**src/rtl/microwave_pkg.sv**
```systemverilog
// Shared types for the microwave controller: FSM state encoding and the
// BCD digit / entry-register geometry.
package microwave_pkg;

   localparam int unsigned DIGIT_W    = 4;
   localparam int unsigned NUM_DIGITS = 4;
   localparam int unsigned ENTRY_W    = DIGIT_W * NUM_DIGITS;

   typedef logic [DIGIT_W-1:0] digit_t;
   typedef logic [ENTRY_W-1:0] entry_t;

   typedef enum logic [2:0] {
      IDLE  = 3'd0,
      ENTRY = 3'd1,
      LOAD  = 3'd2,
      COOK  = 3'd3,
      PAUSE = 3'd4,
      DONE  = 3'd5
   } state_t;

   // Only decimal keys are accepted; A-F codes from the keypad are dropped.
   function automatic logic is_digit(input digit_t d);
      return d <= digit_t'(9);
   endfunction

endpackage

```
**src/rtl/microwave_controller_if.sv**
```systemverilog
// Keypad/front-panel inputs and counter-chain handshake of the microwave
// controller, bundled so the controller and its driver share one port.
interface microwave_controller_if;
   import microwave_pkg::*;

   logic   key_valid;
   digit_t key_data;
   logic   start;
   logic   stop_clear;
   logic   door_closed;
   logic   sec_tick;
   logic   zero;

   logic   load;
   entry_t load_data;
   logic   count_en;
   logic   magnetron_on;
   logic   done;

   modport master (
      output key_valid, key_data, start, stop_clear, door_closed, sec_tick, zero,
      input  load, load_data, count_en, magnetron_on, done
   );

   modport slave (
      input  key_valid, key_data, start, stop_clear, door_closed, sec_tick, zero,
      output load, load_data, count_en, magnetron_on, done
   );

endinterface

```
**src/rtl/microwave_controller_bcd_entry_reg.sv**
```systemverilog
// Four-digit BCD entry register: new digits enter at sec_ones and the
// oldest digit falls off the top.
module bcd_entry_reg
   import microwave_pkg::*;
(
   input  logic   clk,
   input  logic   reset,
   input  logic   shift,
   input  logic   clear,
   input  digit_t digit,
   output entry_t value
);

   always_ff @(posedge clk or negedge reset) begin
      if (!reset) begin
         value <= '0;
      end else if (clear) begin
         value <= '0;
      end else if (shift) begin
         value <= {value[ENTRY_W-DIGIT_W-1:0], digit};
      end
   end

endmodule

```
**src/rtl/microwave_controller.sv**
```systemverilog
// Microwave oven controller: keypad time entry, cook/pause sequencing and a
// done indicator held for DONE_TICKS seconds, driving an external BCD counter.
module microwave_controller
   import microwave_pkg::*;
#(
   parameter int unsigned DONE_TICKS = 3
) (
   input  logic                 clk,
   input  logic                 reset,
   microwave_controller_if.slave bus
);

   localparam int unsigned TICK_W = (DONE_TICKS > 1) ? $clog2(DONE_TICKS) : 1;

   state_t            state;
   logic [TICK_W-1:0] tick_cnt;
   entry_t            entry;
   logic              key_ok;
   logic              start_ok;
   logic              done_expire;
   logic              entry_shift;
   logic              entry_clear;

   assign key_ok      = bus.key_valid && is_digit(bus.key_data);
   assign start_ok    = bus.start && bus.door_closed && (entry != '0);
   assign done_expire = bus.sec_tick && (tick_cnt == TICK_W'(DONE_TICKS - 1));

   // Entry-register controls mirror the FSM priorities below so the register
   // never shifts in a cycle where a higher-priority event wins.
   always_comb begin
      entry_shift = 1'b0;
      entry_clear = 1'b0;
      case (state)
         IDLE: begin
            entry_clear = bus.stop_clear;
            entry_shift = !bus.stop_clear && key_ok;
         end
         ENTRY: begin
            entry_clear = bus.stop_clear;
            entry_shift = !bus.stop_clear && !start_ok && key_ok;
         end
         PAUSE:   entry_clear = bus.stop_clear;
         DONE:    entry_clear = bus.stop_clear || done_expire;
         default: ;
      endcase
   end

   bcd_entry_reg u_entry (
      .clk   (clk),
      .reset (reset),
      .shift (entry_shift),
      .clear (entry_clear),
      .digit (bus.key_data),
      .value (entry)
   );

   always_ff @(posedge clk or negedge reset) begin
      if (!reset) begin
         state    <= IDLE;
         tick_cnt <= '0;
      end else begin
         case (state)
            IDLE: begin
               if (!bus.stop_clear && key_ok) state <= ENTRY;
            end
            ENTRY: begin
               if (bus.stop_clear)  state <= IDLE;
               else if (start_ok)   state <= LOAD;
            end
            LOAD: state <= COOK;
            COOK: begin
               // zero outranks an open door, so finishing wins over pausing
               if (bus.stop_clear) begin
                  state <= PAUSE;
               end else if (bus.zero) begin
                  state    <= DONE;
                  tick_cnt <= '0;
               end else if (!bus.door_closed) begin
                  state <= PAUSE;
               end
            end
            PAUSE: begin
               if (bus.stop_clear)                     state <= IDLE;
               else if (bus.start && bus.door_closed)  state <= COOK;
            end
            DONE: begin
               if (bus.stop_clear || done_expire) begin
                  state    <= IDLE;
                  tick_cnt <= '0;
               end else if (bus.sec_tick) begin
                  tick_cnt <= tick_cnt + 1'b1;
               end
            end
            default: state <= IDLE;
         endcase
      end
   end

   assign bus.load         = (state == LOAD);
   assign bus.load_data    = (state == LOAD) ? entry : '0;
   assign bus.magnetron_on = (state == COOK);
   assign bus.count_en     = (state == COOK) && bus.sec_tick;
   assign bus.done         = (state == DONE);

endmodule

```
**src/flat_wrapper.sv**
```systemverilog
// flat-port wrapper written by rule: the top's interface ports become plain ports
module microwave_controller_flat import microwave_pkg::*;
#(
   parameter int unsigned DONE_TICKS = 3
)
  (clk, reset, bus_key_valid, bus_key_data, bus_start, bus_stop_clear, bus_door_closed, bus_sec_tick, bus_zero, bus_load, bus_load_data, bus_count_en, bus_magnetron_on, bus_done);
  microwave_controller_if bus_i ();
  input  logic clk;
  input  logic reset;
  input wire logic [$bits(bus_i.key_valid)-1:0] bus_key_valid;
  input wire logic [$bits(bus_i.key_data)-1:0] bus_key_data;
  input wire logic [$bits(bus_i.start)-1:0] bus_start;
  input wire logic [$bits(bus_i.stop_clear)-1:0] bus_stop_clear;
  input wire logic [$bits(bus_i.door_closed)-1:0] bus_door_closed;
  input wire logic [$bits(bus_i.sec_tick)-1:0] bus_sec_tick;
  input wire logic [$bits(bus_i.zero)-1:0] bus_zero;
  output wire logic [$bits(bus_i.load)-1:0] bus_load;
  output wire logic [$bits(bus_i.load_data)-1:0] bus_load_data;
  output wire logic [$bits(bus_i.count_en)-1:0] bus_count_en;
  output wire logic [$bits(bus_i.magnetron_on)-1:0] bus_magnetron_on;
  output wire logic [$bits(bus_i.done)-1:0] bus_done;
  assign bus_i.key_valid = bus_key_valid;
  assign bus_i.key_data = bus_key_data;
  assign bus_i.start = bus_start;
  assign bus_i.stop_clear = bus_stop_clear;
  assign bus_i.door_closed = bus_door_closed;
  assign bus_i.sec_tick = bus_sec_tick;
  assign bus_i.zero = bus_zero;
  assign bus_load = bus_i.load;
  assign bus_load_data = bus_i.load_data;
  assign bus_count_en = bus_i.count_en;
  assign bus_magnetron_on = bus_i.magnetron_on;
  assign bus_done = bus_i.done;
  microwave_controller #(.DONE_TICKS(DONE_TICKS)) u_core (.clk(clk), .reset(reset), .bus(bus_i));
endmodule
```
**config.mk**
```make
export PLATFORM = sky130hd
export DESIGN_NAME = microwave_controller_flat
export DESIGN_NICKNAME = d
export VERILOG_FILES = /design/src/rtl/microwave_pkg.sv /design/src/rtl/microwave_controller_if.sv /design/src/rtl/microwave_controller_bcd_entry_reg.sv /design/src/rtl/microwave_controller.sv /design/src/flat_wrapper.sv
export SDC_FILE = /design/constraint.sdc
export NUM_CORES = 1
export LEC_CHECK = 0
export BUFFER_PORTS_ARGS = -buffer_cell sky130_fd_sc_hd__buf_2
export CAP_MARGIN = 30
export CORE_UTILIZATION = 47
export CTS_CLUSTER_DIAMETER = 80
export DETAILED_ROUTE_END_ITERATION = 12
export PLACE_DENSITY = 0.74
export SYNTH_ARGS = -nofsm -noshare
export SYNTH_HDL_FRONTEND = slang
export SYNTH_SLANG_ARGS = --single-unit
export TNS_END_PERCENT = 30
```
**constraint.sdc**
```tcl
create_clock -name clk -period 1.4 [get_ports clk]
set_input_delay 0.14 -clock clk [delete_from_list [all_inputs] [get_ports clk]]
set_output_delay 0.14 -clock clk [all_outputs]
set_load 0.01 [all_outputs]
```
* Word level (Yosys, flattened, before mapping)
Index checks and enable logic that the tools add are counted.
Word-level totals: output and inout port bits 20, logic and storage cells 57, register bits after elaboration 21, bits of input ports 12
Operators by class: equality and inequality tests 14, muxes and demuxes 20, reduce and logical (&&, ||, !) cells 18, add/sub/neg operators 1, $lt $le $gt $ge 1
Operator list (number):
- 2-to-1 mux 16 bit | 3
- 2-to-1 mux 3 bit | 9
- one-hot mux 3 bit (6 select lines) | 1
- nonzero test 16 bit | 1
- inequality test 3 x 2 -> 1 bit, second input constant | 3
- logical AND 1 bit | 8
- 2-to-1 mux 2 bit | 4
- == test 3 x 2 -> 1 bit, second input constant | 2
- == test 3 bit, second input constant | 2
- AND reduction 5 bit | 1
- less-or-equal comparator 4 bit, second input constant | 1
- inequality test 2 x 1 -> 1 bit, second input constant | 2
- inequality test 2 bit, second input constant | 2
- inequality test 4 bit, second input constant | 1
- one-hot mux 1 bit (2 select lines) | 2
- one-hot mux 2 bit (2 select lines) | 1
- AND reduction 4 bit | 1
- nonzero test 2 bit | 2
- == test 3 x 1 -> 1 bit, second input constant | 1
- logical NOT 3 bit | 1
- OR reduction 3 bit | 1
- adder 2 x 1 -> 2 bit, second input constant | 1
- == test 2 bit, second input constant | 1
- logical NOT 1 bit | 2
- logical OR 1 bit | 1

* Logic depth before layout (Yosys ltp)
Gate-level depths: netlist of the first run.
depth in word-level cells 8, depth in mapped cells 8, gate-level depth less buffers 6

* Hierarchy
A second synthesis of the first run with hierarchy kept.
Second synthesis, totals: cell total of the unflattened synthesis 124, area, all modules 1248.7 µm²
By module, submodules not included:
- bcd_entry_reg | times used 1, area an instance 660.6 µm², cells an instance 52, seq. area each 400.4 µm²
- microwave_controller | times used 1, area an instance 588.1 µm², cells an instance 72, seq. area each 125.1 µm²

* Worst setup path before layout of the first run
Ideal clock, no wire load.
path type register to register, start register u_core.u_entry.value[8], end register u_core.u_entry.value[10], cell stages (with the launch flop) 6, arrival time 1.432 ns, clock period less this slack 1.556 ns, setup slack -0.156 ns, library setup time 0.124 ns, path through dfrtp_1 -> nor4_2 -> and4_4 -> o2111ai_4 -> buf_6 -> mux2i_1
On the way: longest elaborated chain between the ends 7
RTL lines:
- start, declared | line microwave_controller_bcd_entry_reg.sv:11 | output entry_t value
- start signal, assigned | line microwave_controller_bcd_entry_reg.sv:20 | value <= {value[ENTRY_W-DIGIT_W-1:0], digit};
- nonzero test 16 bit | line microwave_controller.sv:25 | assign start_ok = bus.start && bus.door_closed && (entry != '0);
- logical AND 1 bit | line microwave_controller.sv:25
- logical NOT 1 bit | line microwave_controller.sv:40 | entry_shift = !bus.stop_clear && !start_ok && key_ok;
- logical AND 1 bit (2 in a row) | line microwave_controller.sv:40
- one-hot mux 1 bit (2 select lines) | line microwave_controller.sv:33 | case (state)
- nonzero test 2 bit (no source line)
No other way between the ends. A chain may end at the register's enable or synchronous reset.

* Final worst setup path of the first run
start register u_core.state[2], end register u_core.state[0]
On the way: longest elaborated chain between the ends 3, elaborated cells between the ends (all ways) 13
RTL lines:
- start, declared | line microwave_controller.sv:15 | state_t state;
- start signal, assigned | line microwave_controller.sv:59 | state <= IDLE;
- start signal, assigned | line microwave_controller.sv:64 | if (!bus.stop_clear && key_ok) state <= ENTRY;
- start signal, assigned | line microwave_controller.sv:67 | if (bus.stop_clear) state <= IDLE;
- == test 3 x 2 -> 1 bit (tied with other cells) | line microwave_controller.sv:62 | case (state)
- inequality test 4 bit (no source line) (tied with other cells)
- AND reduction 5 bit (no source line)
Parallel ways exist; a longest one is shown, timed or not.

==> reports/results.ini, run 1 <==
[run_status]
run_status = complete, but fails checks
violations = setup timing

[floorplanning]
dieArea_sq_mm = 0.00301
die-height_um = 54.9
initial_core_util_pct = 51.2
die_w_um = 54.9
fp-row-count = 18
core_sq_mm = 0.00257
io_pins = 32

[routing]
vias = 1325
detail_route.iter0.violations = 20
drt-total-wl_mm = 3.77
drcViolationCount = 0
viasPerCell = 5.61
first_pass_iters = 4
drtAntennaViolNets = 0
post_drt_wl_per_cell_um = 16.0

[sta]
setup_violations = 41
hold_viol_final = 0
tightest_slew_ps = 464
fin_skew_ps = 5.04
maxSlewViolCount = 0
fin_ws_ps = -225
grt_setup_unrepaired = true
period_share_pct = 116
fin_crit_ps = 1620
fmax_ghz = 0.615
max_slew_margin_pct = 69.0

[synthesis]
netlist_instances = 138
yosysUniqueCellTypes = 37
syn_area_sq_mm = 0.00131
synth_fp_nets = 151
yosys_register_bits = 21
yosysWarnings = 0
synth_area_per_cell_sq_um = 9.52
synth-seq-area-share_pct = 40.0

[critical_path]
cp_cell_sequence = buf_6, buf_4, xnor2_1, o22ai_4, a211oi_1, o2bb2ai_1
reg2reg_depth = 6
crit_path_max_fanout = 4
crit_slowest_cell = dfrtp_2
r2r_start = u_core.state[2]
worst_setup_path_end_kind = flop
path_class = reg2reg
startpoint_type = flop
critPathRequiredTime_ps = 1590
critPathArrivalTime_ps = 1820
critPathLaunch = u_core.state[2]
slowest_delay_ps = 480

[clocking]
clock-sinks = 21
clk_transition_reported_paths_ps = 120
cts_tree = yes
cts.path.max_buffers = 2
cts.htree.levels = 1
cts_buffers = 3
clock_latency_ps = 310
root_buffer = clkbuf_4

[place]
io_buffers = 31
place_inst = 220
dp.final_hpwl_mm = 2.43
placed_area_sq_mm = 0.00168
gp_congestion = 0.842
pre_cts_slack_ps = -209

[finish]
nets = 220
final_cells = 236
drive_above_1_share_pct = 49.5
fill_cells = 177
area_growth_pct = 46.6
diodes = 0
ff_latch_area_sq_um = 529
final_cell_mix = buf_4, buf_2, nand2_1
design_area_sq_mm = 0.00193
final_common_cell = buf_4
multiInputGateArea_sq_um = 786

[grt]
antenna_found_initial = 0
grt-ovfl-total = 0
grt_max_degree = 22
grt_pass1_vias = 1264
grt_usage_pct = 27.4
grt_pass1_wl_mm = 5.65

[worst_hold_path]
hold_class = in2reg
hold_depth = 3
hp-start = bus_key_data[0]

[pwr]
p_leak_nw = 1.05
ir_worst_vdd_v = 0.00116
power_mw = 2.49
p_per_area_mw_per_mm2 = 1290

[job]
drv_cap = 0

==> routing by layer <==
metal  global-route usage [%]  wire length (um)
met5                        0                 0
met4                     12.0                74
met3                     4.17               158
met2                     47.2              1910
met1                     33.2              1630
==> worst max-delay path, delay by kind of cell (launching register included) <==
family                    cells  cell delay [ps]
buffers and inverters         2              290
AOI/OAI and AO/OA             3              450
xor gates and xnor gates      1              290
DFF                           1              480
==> cell type report <==
| class | instances | area share, % |
|---|---|---|
| clock buffer | 4 | 1.36 |
| timing repair inverter | 1 | 0.390 |
| timing repair buffer | 72 | 25.9 |
| inverter | 10 | 2.14 |
| multi-input combinational | 98 | 40.8 |
| tap | 30 | 1.95 |
| sequential | 21 | 27.5 |
==> kinds of logic (layout without fill, tap and decap cells) <==
| family | after synthesis | after routing | share of synthesized area [%] |
|---|---|---|---|
| AND/OR/NAND/NOR | 61 | 63 | 26.2 |
| XOR/XNOR | 1 | 1 | 0.667 |
| multiplexers | 16 | 16 | 12.2 |
| adder cells (fa/ha/maj) | 1 | 1 | 0.952 |
| flip-flops | 21 | 21 | 40.0 |
| buffers and inverters | 21 | 87 | 9.14 |
| AO/OA/AOI/OAI | 17 | 17 | 10.9 |
==> timing repair <==
| action | in CTS | in global routing |
|---|---|---|
| gates resized for setup | 16 | 13 |
| hold endpoints to repair | 21 | 0 |
| cloned | 1 | 2 |
| pin swaps | 4 | 3 |
| setup buffers | 6 | 2 |
| setup endpoints to repair | 40 | 41 |
| hold buffers | 1 | 0 |
==> path summary, 6_finish.rpt <==
| path | endpoint | slack [ps] |
|---|---|---|
| max | u_core.state[0] | -220 |
| min | u_core.u_entry.value[0] | 50 |
| max reg2reg | u_core.state[0] | -220 |
| min reg2reg | u_core.tick_cnt[0] | 470 |
| max in group asynchronous | u_core.state[1] | 750 |
| min in group asynchronous | u_core.u_entry.value[6] | 310 |
==> registers in the layout (all words and copies together) (netlist names) <==
register	flops
u_core.tick_cnt	2
u_core.state	3
u_core.u_entry.value	16
==> cells in the mapped netlist, drive strengths merged <==
master | n | share of area [%]
a211o | 1 | 0.67
a211oi | 1 | 0.57
a21oi | 3 | 1.1
a31o | 1 | 0.67
a41oi | 1 | 0.67
and2 | 1 | 0.48
and3 | 13 | 6.3
and4 | 1 | 0.86
buf | 6 | 4.9
clkbuf | 5 | 1.4
dfrtp | 21 | 40
ha | 1 | 0.95
inv | 10 | 2.9
mux2i | 16 | 12
nand2 | 19 | 5.4
nand2b | 3 | 1.4
nand3 | 2 | 0.76
nor2 | 7 | 2.0
nor2b | 1 | 0.48
nor3 | 5 | 2.3
nor3b | 1 | 0.57
nor4 | 5 | 3.8
o2111ai | 1 | 2.0
o21ai | 1 | 0.38
o21bai | 1 | 0.57
o22ai | 2 | 0.95
o2bb2ai | 3 | 2.0
o31ai | 1 | 0.57
o32ai | 1 | 0.67
or2 | 1 | 0.48
or3 | 1 | 0.48
or4bb | 1 | 0.86
xnor2 | 1 | 0.67
==> where the power goes <==
group	total (mW)	internal [mW]	leakage, nW	switching, mW
clock network	0.293	0.111	0.0150	0.182
logic	1.41	0.689	0.753	0.718
registers	0.789	0.699	0.283	0.0905
total	2.49	1.50	1.05	0.990
==> per-stage QoR <==
step                      setup TNS, ps  util, %  hold slack, ps
after global routing              -8990     75.0            63.1
after global placement            -4120     65.3             116
after floorplan                   -1740        -            -156
final                             -6690     75.0            52.3
after CTS                         -6200     71.3            45.3
after detailed placement          -5620     65.3             121
Note: power is estimated with default switching activity, not from simulation.
==> run 2: changes to the inputs <==
--- a/config.mk
+++ b/config.mk
@@ -7,10 +7,11 @@
 export LEC_CHECK = 0
 export BUFFER_PORTS_ARGS = -buffer_cell sky130_fd_sc_hd__buf_2
 export CAP_MARGIN = 30
-export CORE_UTILIZATION = 47
+export CORE_MARGIN = 4
+export CORE_UTILIZATION = 52
 export CTS_CLUSTER_DIAMETER = 80
 export DETAILED_ROUTE_END_ITERATION = 12
-export PLACE_DENSITY = 0.74
+export PLACE_DENSITY = 0.78
 export SYNTH_ARGS = -nofsm -noshare
 export SYNTH_HDL_FRONTEND = slang
 export SYNTH_SLANG_ARGS = --single-unit
==> constraint.sdc (replaced) <==
create_clock -name clk -period 1.6 [get_ports clk]
set_input_delay 0.16 -clock clk [delete_from_list [all_inputs] [get_ports clk]]
set_output_delay 0.16 -clock clk [all_outputs]
set_load 0.01 [all_outputs]
==> reports/results.ini, run 2 (synthesis results as in run 1) <==
[pwr]
p_clk_share_pct = 14.0
power_mw = 1.85
ir_worst_vdd_v = 0.000832
p_int_mw = 1.12
p_comb_share_pct = 49.0
p_sw_share_pct = 39.6
p_per_area_mw_per_mm2 = 1120
p_seq_share_pct = 37.0
p_switching_mw = 0.734
p_leak_nw = 0.915

[floorplanning]
core_sq_mm = 0.00230
die_w_um = 58.3
io_pins = 32
die-height_um = 58.3
dieArea_sq_mm = 0.00339
fp-row-count = 17
initial_core_util_pct = 57.2

[worst_hold_path]
hp-start = bus_key_data[0]
hold_class = in2reg
hold_depth = 3
whs_endpoint = u_core.u_entry.value[0]

[sta]
grt_setup_unrepaired = true
fmax_ghz = 0.618
period_share_pct = 101
fin_setup_tns_ps = -25.9
fin_skew_ps = 5.46
fin_crit_ps = 1620
fin_ws_ps = -17.8
max_slew_margin_pct = 67.1
maxSlewViolCount = 0
setup_violations = 3
holdWs_ps = 75.2
tightest_slew_ps = 489
hold_viol_final = 0

[clocking]
cts_buffers = 3
clock_latency_ps = 310
cts.path.max_buffers = 2
clk_transition_reported_paths_ps = 120
cts_tree = yes
root_buffer = clkbuf_4
clock-sinks = 21
cts.htree.levels = 1

[critical_path]
startpoint_type = flop
r2r_start = u_core.u_entry.value[5]
ff2ff_setup_slack_ps = -20
regToRegEndpoint = u_core.u_entry.value[12]
worst_setup_path_end_kind = flop
slowest_delay_ps = 430
crit_slowest_cell = dfrtp_1
critPathRequiredTime_ps = 1830
critPathArrivalTime_ps = 1850
crit_path_max_fanout = 8
path_class = reg2reg
cp_cell_sequence = nor4_2, and4_4, o2111ai_4, buf_12, mux2i_2
reg2reg_depth = 5

[place]
placed_area_sq_mm = 0.00152
io_buffers = 31
place_inst = 198
gp_congestion = 0.795
dp.final_hpwl_mm = 2.40

[grt]
antenna_found_initial = 0
grt_max_degree = 22
met3_usage_pct = 3.56
grt.busiest_layer = met2
grt_pass1_wl_mm = 5.51
gr-usage-met1_pct = 25.9
use_met2_pct = 35.9
grt_pass1_vias = 1193
grt_usage_pct = 20.9
grt-ovfl-total = 0

[routing]
drcViolationCount = 0
detail_route.iter0.violations = 56
first_pass_iters = 4
vias = 1188
drt-total-wl_mm = 3.32
post_drt_wl_per_cell_um = 15.9
viasPerCell = 5.71
drtAntennaViolNets = 0

[finish]
regMostFlops = u_core.u_entry.value
area_growth_pct = 25.9
top_regs = u_core.u_entry.value: 16 flops, u_core.state: 3 flops, u_core.tick_cnt: 2 flops
design_area_sq_mm = 0.00165
nets = 194
final_cells = 208
largest_reg_flops = 16
diodes = 0
drive_above_1_share_pct = 37.8
final_common_cell = buf_2
final_cell_mix = buf_2, nand2_1, dfrtp_1

[job]
drv_cap = 0

[run_status]
run_status = complete, but fails checks
violations = setup timing

[run 2: how the worst max path moves through the flow]
stage	start	endpoint	slack, ps
CTS	u_core.u_entry.value[0]	u_core.u_entry.value[2]	0.8
global route	u_core.u_entry.value[3]	u_core.u_entry.value[12]	-150
global placement	u_core.u_entry.value[3]	u_core.u_entry.value[2]	20
detailed placement	u_core.u_entry.value[3]	u_core.u_entry.value[12]	-7
floorplan	u_core.u_entry.value[8]	u_core.u_entry.value[10]	40
finish	u_core.u_entry.value[5]	u_core.u_entry.value[12]	-20
[run 2: layout make-up]
type / count / area, sq um
Clock buffer: 3 / 22.5
Clock inverter: 1 / 5.00
Fill cell: 180 / 643
Inverter: 10 / 41.3
Multi-Input combinational cell: 96 / 696
Sequential cell: 21 / 528
Tap cell: 28 / 35.0
Timing Repair Buffer: 48 / 319
Timing Repair inverter: 1 / 7.51
[run 2: repair_timing]
item	in CTS	in global routing
endpoints found under the hold margin	21	0
pin swaps	2	3
endpoints found under the setup margin	16	35
hold buffers	1	0
gates resized for setup	5	5
gates cloned	1	1
buffers inserted	1	2
[run 2: metal layers]
metal,up-vias,wire [um]
met1,576,1400
met2,35,1680
met3,9,154
met5,-,0
met4,0,85
li1,568,-
[run 2: through the flow]
step | worst slack, ps | utilization [%]
floorplan | 44.1 | -
global placement | 18.8 | 66.3
detailed placement | -7.47 | 66.3
CTS | 0.787 | 69.2
global route | -146 | 72.0
finish | -17.8 | 72.0
[run 2: power by group through the flow]
| stage | Clock, mW | Sequential (mW) | Combinational [mW] |
|---|---|---|---|
| 6_report | 0.259 | 0.686 | 0.908 |
| 5_1_grt | 0.301 | 0.696 | 1.00 |
| 4_1_cts | 0.263 | 0.679 | 0.841 |
| 3_5_place_dp | 0 | 0.698 | 0.773 |
| 3_3_place_gp | 0 | 0.695 | 0.747 |
| 2_1_floorplan | 0 | 0.648 | 0.617 |
[run 2: worst max-delay path: cells and delay by family, from the launching register on]
kind / cells / cell delay, ps
compound gates: 1 / 150
simple gates: 2 / 580
flops: 1 / 430
mux: 1 / 180
buf+inv: 1 / 200
